--- config.mk ---
export PLATFORM = sky130hd
export DESIGN_NAME = controle_lampada
export DESIGN_NICKNAME = d
export VERILOG_FILES = /design/src/rtl/controle_lampada.sv
export SDC_FILE = /design/constraint.sdc
export NUM_CORES = 1
export LEC_CHECK = 0
export CORE_MARGIN = 2
export CORE_UTILIZATION = 45
export CTS_CLUSTER_SIZE = 24
export DETAILED_ROUTE_END_ITERATION = 16
export HOLD_SLACK_MARGIN = 0.1
export PLACE_DENSITY_LB_ADDON = 0.08
export SYNTH_ARGS = -nofsm -noshare
export SYNTH_HDL_FRONTEND = slang
export SYNTH_SLANG_ARGS = --single-unit
--- constraint.sdc ---
create_clock -name clk -period 3.24 [get_ports clk]
set_clock_uncertainty 0.15 [all_clocks]
set_input_delay 0.648 -clock clk [delete_from_list [all_inputs] [get_ports clk]]
set_output_delay 0.648 -clock clk [all_outputs]
set_load 0.005 [all_outputs]
--- src/rtl/controle_lampada.sv ---
// -----------------------------------------------------------------------------
// controle_lampada
//
// Lamp controller for the automatic-lighting subsystem. It debounces the wall
// push button, classifies each completed press as short or long, and runs the
// AUTO/MANUAL lamp state machine. In AUTO mode presence turns the lamp on and
// the shutdown timer's pulse turns it off. In MANUAL mode short presses
// toggle the lamp. A long press always swaps between AUTO and MANUAL.
//
// There is no valid/ready handshake on this block. All inputs are level or
// single-cycle pulse signals sampled on every rising clock edge.
//
// Ports
//   clk            system clock, rising edge
//   rst            asynchronous reset, active low
//   push_button    raw bouncing button level, 1 = pressed
//   infravermelho  presence sensor, 1 = presence
//   C              one-cycle shutdown pulse from the auto-shutdown timer
//   L              lamp drive, 1 = on
//   H              shutdown timer enable, 1 only in AUTO_ON
//   M              mode indicator, 1 = MANUAL
//   o_state        debug view of the FSM state register
// -----------------------------------------------------------------------------
module controle_lampada #(
    parameter int unsigned DEBOUNCE_T   = 50,
    parameter int unsigned LONG_PRESS_T = 5000
) (
    input  logic       clk,
    input  logic       rst,
    input  logic       push_button,
    input  logic       infravermelho,
    input  logic       C,
    output logic       L,
    output logic       H,
    output logic       M,
    output logic [1:0] o_state
);

    typedef enum logic [1:0] {
        AUTO_OFF   = 2'b00,
        AUTO_ON    = 2'b01,
        MANUAL_OFF = 2'b10,
        MANUAL_ON  = 2'b11
    } state_t;

    localparam logic [15:0] DB_LAST  = 16'(DEBOUNCE_T - 1);
    localparam logic [15:0] LONG_LIM = 16'(LONG_PRESS_T);

    logic [15:0] r_cnt_db;
    logic        r_btn_db;
    logic        r_btn_db_q;
    logic [15:0] r_cnt_press;
    logic        r_short_ev;
    logic        r_long_ev;
    state_t      r_state;
    state_t      w_state_next;
    logic        w_release;

    // Debouncer: the raw level has to differ from the accepted level for
    // DEBOUNCE_T consecutive cycles before it is accepted. Any cycle where the
    // raw level agrees again restarts the count.
    always_ff @(posedge clk or negedge rst) begin
        if (!rst) begin
            r_cnt_db <= 16'd0;
            r_btn_db <= 1'b0;
        end else if (push_button != r_btn_db) begin
            if (r_cnt_db == DB_LAST) begin
                r_btn_db <= push_button;
                r_cnt_db <= 16'd0;
            end else begin
                r_cnt_db <= r_cnt_db + 16'd1;
            end
        end else begin
            r_cnt_db <= 16'd0;
        end
    end

    assign w_release = r_btn_db_q && !r_btn_db;

    // Press classifier. The counter saturates so a very long hold cannot wrap
    // back into the short range. The event is only decided on release, so a
    // held button produces nothing until it is let go.
    always_ff @(posedge clk or negedge rst) begin
        if (!rst) begin
            r_btn_db_q  <= 1'b0;
            r_cnt_press <= 16'd0;
            r_short_ev  <= 1'b0;
            r_long_ev   <= 1'b0;
        end else begin
            r_btn_db_q <= r_btn_db;
            r_short_ev <= 1'b0;
            r_long_ev  <= 1'b0;
            if (w_release) begin
                r_cnt_press <= 16'd0;
                if (r_cnt_press >= LONG_LIM) begin
                    r_long_ev <= 1'b1;
                end else begin
                    r_short_ev <= 1'b1;
                end
            end else if (r_btn_db && (r_cnt_press < LONG_LIM)) begin
                r_cnt_press <= r_cnt_press + 16'd1;
            end
        end
    end

    always_ff @(posedge clk or negedge rst) begin
        if (!rst) begin
            r_state <= AUTO_OFF;
        end else begin
            r_state <= w_state_next;
        end
    end

    // Next state. long_ev has top priority in every state; C and presence only
    // matter in the AUTO states.
    always_comb begin
        w_state_next = r_state;
        case (r_state)
            AUTO_OFF: begin
                if (r_long_ev) begin
                    w_state_next = MANUAL_OFF;
                end else if (infravermelho) begin
                    w_state_next = AUTO_ON;
                end
            end
            AUTO_ON: begin
                if (r_long_ev) begin
                    w_state_next = MANUAL_OFF;
                end else if (C) begin
                    w_state_next = AUTO_OFF;
                end
            end
            MANUAL_OFF: begin
                if (r_long_ev) begin
                    w_state_next = AUTO_OFF;
                end else if (r_short_ev) begin
                    w_state_next = MANUAL_ON;
                end
            end
            MANUAL_ON: begin
                if (r_long_ev) begin
                    w_state_next = AUTO_OFF;
                end else if (r_short_ev) begin
                    w_state_next = MANUAL_OFF;
                end
            end
            default: w_state_next = AUTO_OFF;
        endcase
    end

    assign L       = (r_state == AUTO_ON) || (r_state == MANUAL_ON);
    assign H       = (r_state == AUTO_ON);
    assign M       = (r_state == MANUAL_OFF) || (r_state == MANUAL_ON);
    assign o_state = r_state;

endmodule

# After elaboration in Yosys (flattened, before gate mapping)
# Index checks and enable logic that the tools add are counted.
# classes
n_div,0
n_addsub,2
bitwise,0
mul,0
n_lt_le_gt_ge,2
reduce_logical,9
eq_ne,9
muxes,17
shift,0
# ops
op,count
2-to-1 mux 16 bit,4
adder 16 x 1 -> 16 bit (second input constant),2
equality test 16 x 6 -> 1 bit (second input constant),1
>= comparator 16 x 13 -> 1 bit (second input constant),1
< comparator 16 x 13 -> 1 bit (second input constant),1
2-to-1 mux 2 bit,8
inequality test 3 bit (second input constant),3
one-hot mux 2 bit (4 select lines),1
equality test 2 bit (second input constant),2
2-to-1 mux 1 bit,4
AND reduction 4 bit,1
inequality test 3 x 2 -> 1 bit (second input constant),1
equality test 2 x 1 -> 1 bit (second input constant),1
logical AND 1 bit,2
zero test 2 bit,1
logical OR 1 bit,2
AND reduction 2 bit,1
nonzero test 2 bit,1
zero test 1 bit,1
inequality test 1 bit,1
# totals
inputBits,5
out_inout_bits,5
reg_bits,38
ramBits,0
mem_bits_ro,0
latchBits,0
mem_count,0

# Longest topological paths before layout
# Gate-level depths: netlist of the first run.
# depth
ltp_word,4
depth_mapped,7
ltp_nobuf,6

# Worst setup path after synthesis of the first run
# OpenSTA, ideal clock, no wires.
# synth_path
kind,register to register
startpoint,register r_cnt_press[5]
endpoint,register r_cnt_press[11]
n_path_buf,1
setup_ns,0.077
t_arrival_ns,1.624
synth_period_minus_slack_ns,1.851
setup_slack_ns,1.389
path_stages_with_launch,6
cell_sequence,dfrtp_1 > buf_6 > o41ai_4 > nand3_2 > or4_1 > a21oi_1
# synth_via
elab_chain_cells,3
word_cells_on_any_way,6
# synth_rtl
element,line,source
from (decl),52,logic [15:0] r_cnt_press;
from (signal assigned),101,r_cnt_press <= r_cnt_press + 16'd1;
adder 16 x 1 -> 16 bit / < comparator 16 x 13 -> 1 bit (equally long branches),"101, 100",
2-to-1 mux 16 bit / logical AND 1 bit (equally long branches),100,end else if (r_btn_db && (r_cnt_press < LONG_LIM)) begin
2-to-1 mux 16 bit / nonzero test 2 bit (equally long branches),--,
# Several ways; a longest one is shown, not always the timed one. The select of a mux whose other input is x is not followed.
# A chain may end at the register's enable or synchronous reset.

# Worst setup path after layout of the first run
# layout_path
startpoint,"register r_state[1], in the netlist o_state[1]"
endpoint,output port H
# layout_via
elab_chain_cells,1
# layout_rtl
element,line,source
from (decl),55,state_t r_state;
from (signal assigned),110,r_state <= w_state_next;
equality test 2 x 1 -> 1 bit,152,assign H = (r_state == AUTO_ON);
to (decl),34,"output logic H,"
# Every way passes these cells.

==> impl_metrics.toml, run 1 <==
[worst_hold_path]
hold_path_class = "reg2reg"

[grt]
grt_util_all_layers = 0.170
grt_pass1_wl_mm = 6.60
grt_pass1_vias = 1450
grt_overflow = 0
antenna_found_initial = 0
grt_max_degree = 39

[power_and_ir_drop]
p_int_w = 0.000760
swShare = 0.243
power_frac_comb = 0.085
leakage_nw = 0.981
p_clk_frac = 0.388
total_power_w = 0.00100
switchingPower_w = 0.000244
power_density_mw_per_mm2 = 472
power_frac_seq = 0.527
vdd_ir_drop_max_mv = 0.248

[detailed_routing]
drtIter0Drc = 119
drc = 0
ant_nets = 0
drtPass1Iterations = 4
via_per_inst = 5.62
wl_per_cell_um = 14.6
vias = 1378
routed_wl_mm = 3.57

[logic_synthesis]
syn_area_per_cell_um2 = 10.3
async_flop_share = 1.00
synth.area.top_cells = "dfrtp_1, xor2_1, nand4_1, nor2_1, nand2_1"
synthFlopType = "dfrtp_1"
seq_area_frac_synth = 0.500
syn-cell-area_mm2 = 0.00190
syn_inst = 184
ys_types = 41
ys_ff_latch = 38
synth_warnings = 0
synth_top_cell_area_share = 0.500
synth_edf_count = 0
synth_nets = 193
synth_top_area_cell = "dfrtp_1"

[timing]
fin_crit_sh = 0.671
min_period_ps = 2180
rsz0062_at_grt = "false"
max_freq_mhz = 460
worst_slack_ps = 1060
slew_violations = 0
finalSetupTns_ps = 0
tightest_slew_ps = 825
hold_violations = 0
maxSlewHeadroom = 0.450
setup-violations-final = 0

[clock_tree]
hold_buffers = 0
cts_tree = "yes"
post_cts_buffers = 0
cts.sinks = 38
cts_root_buf = "clkbuf_8"
cts_buffer_depth = 2
clkTransAtPathRegs_ps = 70
worstSkewPairLatency_ps = 290
htree_num_levels = 2
cts_made_buffers = 5
cts_resized = 0

[worst_setup_path]
endpoint_kind = "output pin"
critPathKind = "reg2out"
slowest_delay_ps = 510
cpMaxStageDelayCell = "clkdlybuf4s50_1"
crit_path_start_kind = "flip-flop"
critical_path.max_fanout = 7
path_cells = "nor2b_1, clkdlybuf4s50_1"
cp_data_arrival_time_ps = 1380
cp.required_ps = 2440

[floorplan]
die_w_um = 69.0
io_pins = 10
die_y_um = 69.0
initial_core_util = 0.472
die_area_mm2 = 0.00476
fp-row-count = 23
placeableCoreArea_mm2 = 0.00403

[final_layout]
syn_to_final_growth_pct = 11.8
drive_above_1_share = 0.0718
instances_no_fill = 245
n_fill_cell = 384
layout.nets = 203
diodes = 0

[outcome]
status = "completed"

[placement]
placed_cells = 237
gp_congestion = 0.825
dpl.hpwl_mm = 2.47
dp_worst_setup_slack_ps = 1100
portBuffers = 9

[flow_run]
max-cap-violations = 0
cells by family (layout without fill, tap and decap cells):
family / count (synthesis) / count (layout) / synth area share
mux: 6 / 6 / 0.0322
flops: 38 / 38 / 0.500
compound gates: 23 / 23 / 0.0961
simple gates: 90 / 90 / 0.259
buf+inv: 9 / 20 / 0.0224
fa+ha+maj: 4 / 4 / 0.0263
xor+xnor: 14 / 14 / 0.0645
final timing paths:
path                             endpoint  startpoint  slack [ps]  cells past startpoint
max                                     H  o_state[1]        1060                      2
min                            o_state[0]   r_long_ev         290                      1
max reg2reg                r_cnt_press[9]    r_btn_db        1170                      4
min reg2reg                    o_state[0]   r_long_ev         290                      1
max in group asynchronous    r_cnt_db[14]         rst        2110                      1
min in group asynchronous    r_cnt_db[13]         rst         310                      1
power groups by stage:
stage | Sequential, W | Clock, W | Combinational [W]
detailed placement | 0.000538 | 0 | 0.0000874
floorplan | 0.000529 | 0 | 0.0000524
global route | 0.000535 | 0.000432 | 0.0000980
CTS | 0.000528 | 0.000406 | 0.0000875
global placement | 0.000536 | 0 | 0.0000838
finish | 0.000529 | 0.000390 | 0.0000851
cells in the mapped netlist (2+ instances only):
cell type and instances:
o21ai_0 4, or4_1 2, nor2_1 17, and4_1 5, nand3_1 11, mux2i_1 5
clkbuf_1 4, nand2_1 15, dfrtp_1 38, o211a_1 2, ha_1 4, xnor2_1 4
nor4_1 2, nand4_1 11, xor2_1 10, inv_1 3, and2_1 4, nor3_1 5
and3_1 5, nand2b_1 4, or3_1 2, a211o_1 2, o31ai_1 3, a21oi_1 5
final cells by class:
class                   count  area (um2)  area share
well taps                  50        62.6      0.0294
inverters                   3        11.3     0.00529
clock buffers               5        68.8      0.0324
multi-input cells         137         908       0.427
repair buffers              9        85.1      0.0400
flip-flops and latches     38         951       0.447
clock inverters             3        40.0      0.0188
cells in the final DEF, fill, tap and decap left out, drive strengths merged, types with 2 or more instances in the layout:
| master | n |
|---|---|
| dfrtp | 38 |
| nor2 | 17 |
| nand2 | 15 |
| nand3 | 12 |
| nand4 | 11 |
| xor2 | 10 |
| clkdlybuf4s50 | 8 |
| and4 | 5 |
| a21oi | 5 |
| nor3 | 5 |
| mux2i | 5 |
| and3 | 5 |
| clkbuf | 5 |
| and2 | 5 |
| o21ai | 4 |
| xnor2 | 4 |
| nand2b | 4 |
| ha | 4 |
| inv | 3 |
| o31ai | 3 |
| nor4 | 2 |
| or3 | 2 |
| o211a | 2 |
| or4 | 2 |
| a211o | 2 |
| clkinv | 2 |
| o41ai | 2 |
| a22o | 2 |
sequential cells by signal (all words and copies together), names as in the netlist:
register	flops
o_state	2
r_btn_db	1
r_btn_db_q	1
r_cnt_db	16
r_cnt_press	16
r_long_ev	1
r_short_ev	1
routing by layer:
| metal | wire [um] | part of all wire | track usage | up-vias |
|---|---|---|---|---|
| met4 | 53 | 0.015 | 0.0697 | 0 |
| met2 | 1630 | 0.46 | 0.268 | 17 |
| li1 | - | - | - | 686 |
| met3 | 105 | 0.029 | 0.0380 | 6 |
| met5 | 0 | 0 | 0 | - |
| met1 | 1790 | 0.50 | 0.226 | 669 |
critical path: cells and delay by family (launching register included):
family        cells  cell delay, ps
buf+inv           1             510
flops             1             460
simple gates      1             130
per-stage QoR:
step	hold slack [ps]	area, um2	utilization
floorplan	202	1900	-
global placement	279	2020	0.501
detailed placement	285	2020	0.501
CTS	295	2130	0.528
global route	340	2130	0.528
finish	291	2130	0.528
Power figures use the tool's default switching activity.
==> inputs of run 2 (changes only) <==
clock period = 2.1 ns   (was 3.24 ns; I/O delays follow)
==> run 2 against run 1 <==
Against the previous run:
- cell count up 2.9%
- die area unchanged
- via count up 3.8%
- design area up 2.4%
- non-clock buffer count up 7
- critical endpoint is now r_cnt_press[8]
- clock power up 31%
- routed wire length up 2.4%
==> impl_metrics.toml, run 2 (synthesis results as in run 1) <==
[power_and_ir_drop]
power_frac_seq = 0.551
leakage_nw = 1.01
vdd_ir_drop_max_mv = 0.461
switchingPower_w = 0.000376
p_int_w = 0.00110
power_frac_comb = 0.103
total_power_w = 0.00148
swShare = 0.255
power_density_mw_per_mm2 = 679
p_clk_frac = 0.346

[grt]
grt_util_all_layers = 0.163
grt_pass1_wl_mm = 6.43
antenna_found_initial = 0
grt_max_degree = 39
grt_overflow = 0
grt_pass1_vias = 1360

[timing]
hold_violations = 0
min_period_ps = 1980
setup-violations-final = 0
maxSlewHeadroom = 0.658
tightest_slew_ps = 513
finalSetupTns_ps = 0
max_freq_mhz = 505
fin_crit_sh = 0.943
rsz0062_at_grt = "false"
slew_violations = 0
worst_slack_ps = 119

[detailed_routing]
via_per_inst = 5.68
routed_wl_mm = 3.66
ant_nets = 0
drtIter0Drc = 68
wl_per_cell_um = 14.5
drc = 0
drtPass1Iterations = 4
vias = 1431

[final_layout]
instances_no_fill = 252
layout.nets = 210
layout_common_cells = "dfrtp_1, nor2_1, nand2_1, nand4_1, nand3_1"
n_fill_cell = 371
mostFrequentLayoutCell = "dfrtp_1"
diodes = 0
drive_above_1_share = 0.0941
syn_to_final_growth_pct = 14.5

[clock_tree]
htree_num_levels = 2
worstSkewPairLatency_ps = 280
cts_made_buffers = 5
cts_tree = "yes"
clkTransAtPathRegs_ps = 70
cts_buffer_depth = 2
cts_root_buf = "clkbuf_8"
cts.sinks = 38

[worst_setup_path]
cp.required_ps = 2120
critPathKind = "reg2reg"
cp_data_arrival_time_ps = 2000
endpoint_kind = "flip-flop"
critical_path.max_fanout = 10
r2r_slack_ps = 120
crit_path_start_kind = "flip-flop"

[worst_hold_path]
hold_path_class = "reg2reg"

[floorplan]
placeableCoreArea_mm2 = 0.00403
io_pins = 10
die_w_um = 69.0
initial_core_util = 0.472
die_area_mm2 = 0.00476
die_y_um = 69.0
fp-row-count = 23

[placement]
dpl.hpwl_mm = 2.53
gp_congestion = 0.841
dp_worst_setup_slack_ps = 166
portBuffers = 9
placed_cells = 243

[outcome]
status = "completed"

[flow_run]
max-cap-violations = 0
-- run 2: changes by cell type in the layout (fill, tap and decap cells not counted), sizes merged --
cell         change
buf              +6
bufinv           -1
clkbuf           +2
clkinv           -1
dlygate4sd3      +1
-- run 2: critical path: stages, from the launching register on --
cell     delay [ps]
dfrtp_1         440
o41ai_4         460
o211a_1         380
nor2_1          130
a211o_1         300
-- run 2: worst paths after layout --
kind | from | to | cells after the start
worst max-delay path | r_cnt_press[6] | r_cnt_press[8] | 4
worst min-delay path | r_long_ev | o_state[0] | 1
worst max register to register | r_cnt_press[6] | r_cnt_press[8] | 4
worst min register to register | r_long_ev | o_state[0] | 1
max in group asynchronous | rst | r_cnt_press[14] | 3
min in group asynchronous | rst | r_cnt_db[14] | 3
-- run 2: cell type report --
| cell class | instances | area [um2] | area share |
|---|---|---|---|
| multi-input cells | 137 | 908 | 0.417 |
| inverters | 3 | 11.3 | 0.00517 |
| repair buffers | 16 | 153 | 0.0701 |
| flip-flops and latches | 38 | 951 | 0.437 |
| clock inverters | 1 | 5.00 | 0.00230 |
| clock buffers | 7 | 86.3 | 0.0397 |
| well taps | 50 | 62.6 | 0.0287 |
-- run 2: metrics by stage --
step / utilization / cell area (um2) / hold WS, ps
finish: 0.540 / 2180 / 302
CTS: 0.540 / 2180 / 305
floorplan: - / 1900 / -25.6
global route: 0.540 / 2180 / 318
global placement: 0.515 / 2080 / 250
detailed placement: 0.515 / 2080 / 250
-- run 2: layer usage --
metal	track usage	routed length [um]	up-vias
met5	0	0	-
met3	0.0409	162	8
met2	0.223	1580	36
met4	0.0675	55	0
met1	0.245	1860	687
li1	-	-	700
-- run 2: timing repair --
item                                    4_1_cts  5_1_grt
hold endpoints to repair                     38        0
resized for setup                             0        1
endpoints found under the setup margin        0        1
setup buffers                                 0        0
hold buffers                                  1        0
-- run 2: power by group through the flow --
| stage | sequential, W | clock, W | combinational [W] |
|---|---|---|---|
| after floorplan | 0.000817 | 0 | 0.0000809 |
| after global placement | 0.000825 | 0 | 0.000146 |
| after detailed placement | 0.000827 | 0 | 0.000153 |
| after CTS | 0.000813 | 0.000528 | 0.000154 |
| after global routing | 0.000822 | 0.000564 | 0.000171 |
| final | 0.000815 | 0.000511 | 0.000152 |
==> inputs of run 3 (changes only) <==
CELL_PAD_IN_SITES_DETAIL_PLACEMENT = 1   (was not set)
CELL_PAD_IN_SITES_GLOBAL_PLACEMENT = 2   (was not set)
CORE_UTILIZATION = 39   (was 45)
CTS_CLUSTER_DIAMETER = 30   (was not set)
==> run 3 against run 2 <==
Against the previous run:
- critical path type unchanged
- via count up 4.5%
- cell count up 7.9%
- clock-buffer cell count down 2
- setup slack better by 7.5 ps
- core utilization down 7.4 points
- maximum frequency up 0.38%
- first-iteration DRC count down 16%
==> impl_metrics.toml, run 3 (synthesis results as in run 1) <==
[clock_tree]
clkTransAtPathRegs_ps = 70
cts_made_buffers = 5
cts_tree = "yes"
htree_num_levels = 2
worstSkewPairLatency_ps = 290
cts_root_buf = "clkbuf_8"
cts.sinks = 38
cts_buffer_depth = 2
post_cts_buffers = 0

[power_and_ir_drop]
power_density_mw_per_mm2 = 656
vdd_ir_drop_max_mv = 0.314
leakage_nw = 1.02

[floorplan]
die_area_mm2 = 0.00545
initial_core_util = 0.403
io_pins = 10
fp-row-count = 25
placeableCoreArea_mm2 = 0.00472
die_y_um = 73.8
die_w_um = 73.8

[grt]
grt_pass1_wl_mm = 7.51
grt_max_degree = 25
grt_overflow = 0
grt_pass1_vias = 1529
antenna_found_initial = 0
grt_util_all_layers = 0.186

[worst_setup_path]
crit_path_start_kind = "flip-flop"
endpoint_kind = "flip-flop"
critPathKind = "reg2reg"
cp.required_ps = 2120
cp_data_arrival_time_ps = 2000
critical_path.max_fanout = 6

[final_layout]
register_area_um2 = 951
layout.nets = 214
mostFrequentLayoutCell = "dfrtp_1"
n_fill_cell = 541
instances_no_fill = 272
syn_to_final_growth_pct = 15.9
layout_common_cells = "dfrtp_1, nor2_1, nand2_1, nand4_1, nand3_1"
multi_input_area_um2 = 908
drive_above_1_share = 0.112
diodes = 0
final_cell_area_mm2 = 0.00220

[worst_hold_path]
hold_path_class = "reg2reg"

[detailed_routing]
drtPass1Iterations = 4
routed_wl_mm = 4.28
wl_per_cell_um = 15.7
ant_nets = 0
vias = 1495
drc = 0
via_per_inst = 5.50
drtIter0Drc = 57

[placement]
placed_cells = 264
placed_area_mm2 = 0.00211
dpl.hpwl_mm = 3.19
portBuffers = 9
gp_congestion = 0.789

[outcome]
status = "completed"

[timing]
maxSlewHeadroom = 0.593
hold_ws_ps = 303
finalSetupTns_ps = 0
max_freq_mhz = 507
hold_violations = 0
tightest_slew_ps = 610
fin_crit_sh = 0.940
slew_violations = 0
rsz0062_at_grt = "false"
setup-violations-final = 0
min_period_ps = 1970

[flow_run]
max-cap-violations = 0
-- run 3: cell count changes in the layout (fill, tap and decap cells not counted) --
cell      delta
o21ai_1      -1
buf_12       -1
buf_2        -1
clkbuf_1     -1
o21ai_0      +1
buf_4        +5
clkbuf_2     +1
clkbuf_8     -1
clkinv_2     +1
-- run 3: power by group --
part	leakage (nW)	total, W	switching (W)	internal [W]
clock network	0.0438	0.000473	0.000250	0.000223
logic	0.459	0.000155	0.0000831	0.0000714
registers	0.517	0.000817	0.0000521	0.000765
total	1.02	0.00144	0.000385	0.00106
-- run 3: metrics by stage --
| stage | power [W] | setup WS, ps | util |
|---|---|---|---|
| 2_1_floorplan | 0.000897 | 249 | - |
| 3_3_place_gp | 0.000977 | 208 | 0.448 |
| 3_5_place_dp | 0.000987 | 168 | 0.448 |
| 4_1_cts | 0.00147 | 135 | 0.466 |
| 5_1_grt | 0.00155 | 46.5 | 0.466 |
| 6_report | 0.00144 | 127 | 0.466 |
-- run 3: worst max-delay path, stage by stage (launching register included) --
cell and delay (ps):
dfrtp_1 450, o41ai_4 500, o211a_1 330, nor2_1 120, a211o_1 310
-- run 3: routing by layer --
| metal | vias up | part of all wire | track usage |
|---|---|---|---|
| met2 | 33 | 0.47 | 0.278 |
| met1 | 752 | 0.48 | 0.260 |
| li1 | 705 | - | - |
| met5 | - | 0 | 0 |
| met4 | 0 | 0.015 | 0.0707 |
| met3 | 5 | 0.036 | 0.0453 |
-- run 3: path summary, 6_finish.rpt --
kind / to / slack, ps / start / cells after the start
worst max register to register: r_cnt_press[8] / 130 / r_cnt_press[6] / 4
worst max-delay path: r_cnt_press[8] / 130 / r_cnt_press[6] / 4
worst min register to register: o_state[0] / 300 / r_long_ev / 1
max in group asynchronous: r_cnt_db[0] / 690 / rst / 3
worst min-delay path: o_state[0] / 300 / r_long_ev / 1
min in group asynchronous: r_cnt_db[11] / 520 / rst / 2
-- run 3: timing repair --
action	CTS	global route
hold buffers	1	0
resized for setup	0	0
setup endpoints to repair	0	0
hold endpoints to repair	22	0
-- run 3: final cells by class --
class | instances | share of cell area
Inverter | 3 | 0.00511
Tap cell | 67 | 0.0380
Timing Repair Buffer | 20 | 0.0772
Multi-Input combinational cell | 137 | 0.412
Clock buffer | 5 | 0.0312
Clock inverter | 2 | 0.00454
Sequential cell | 38 | 0.432
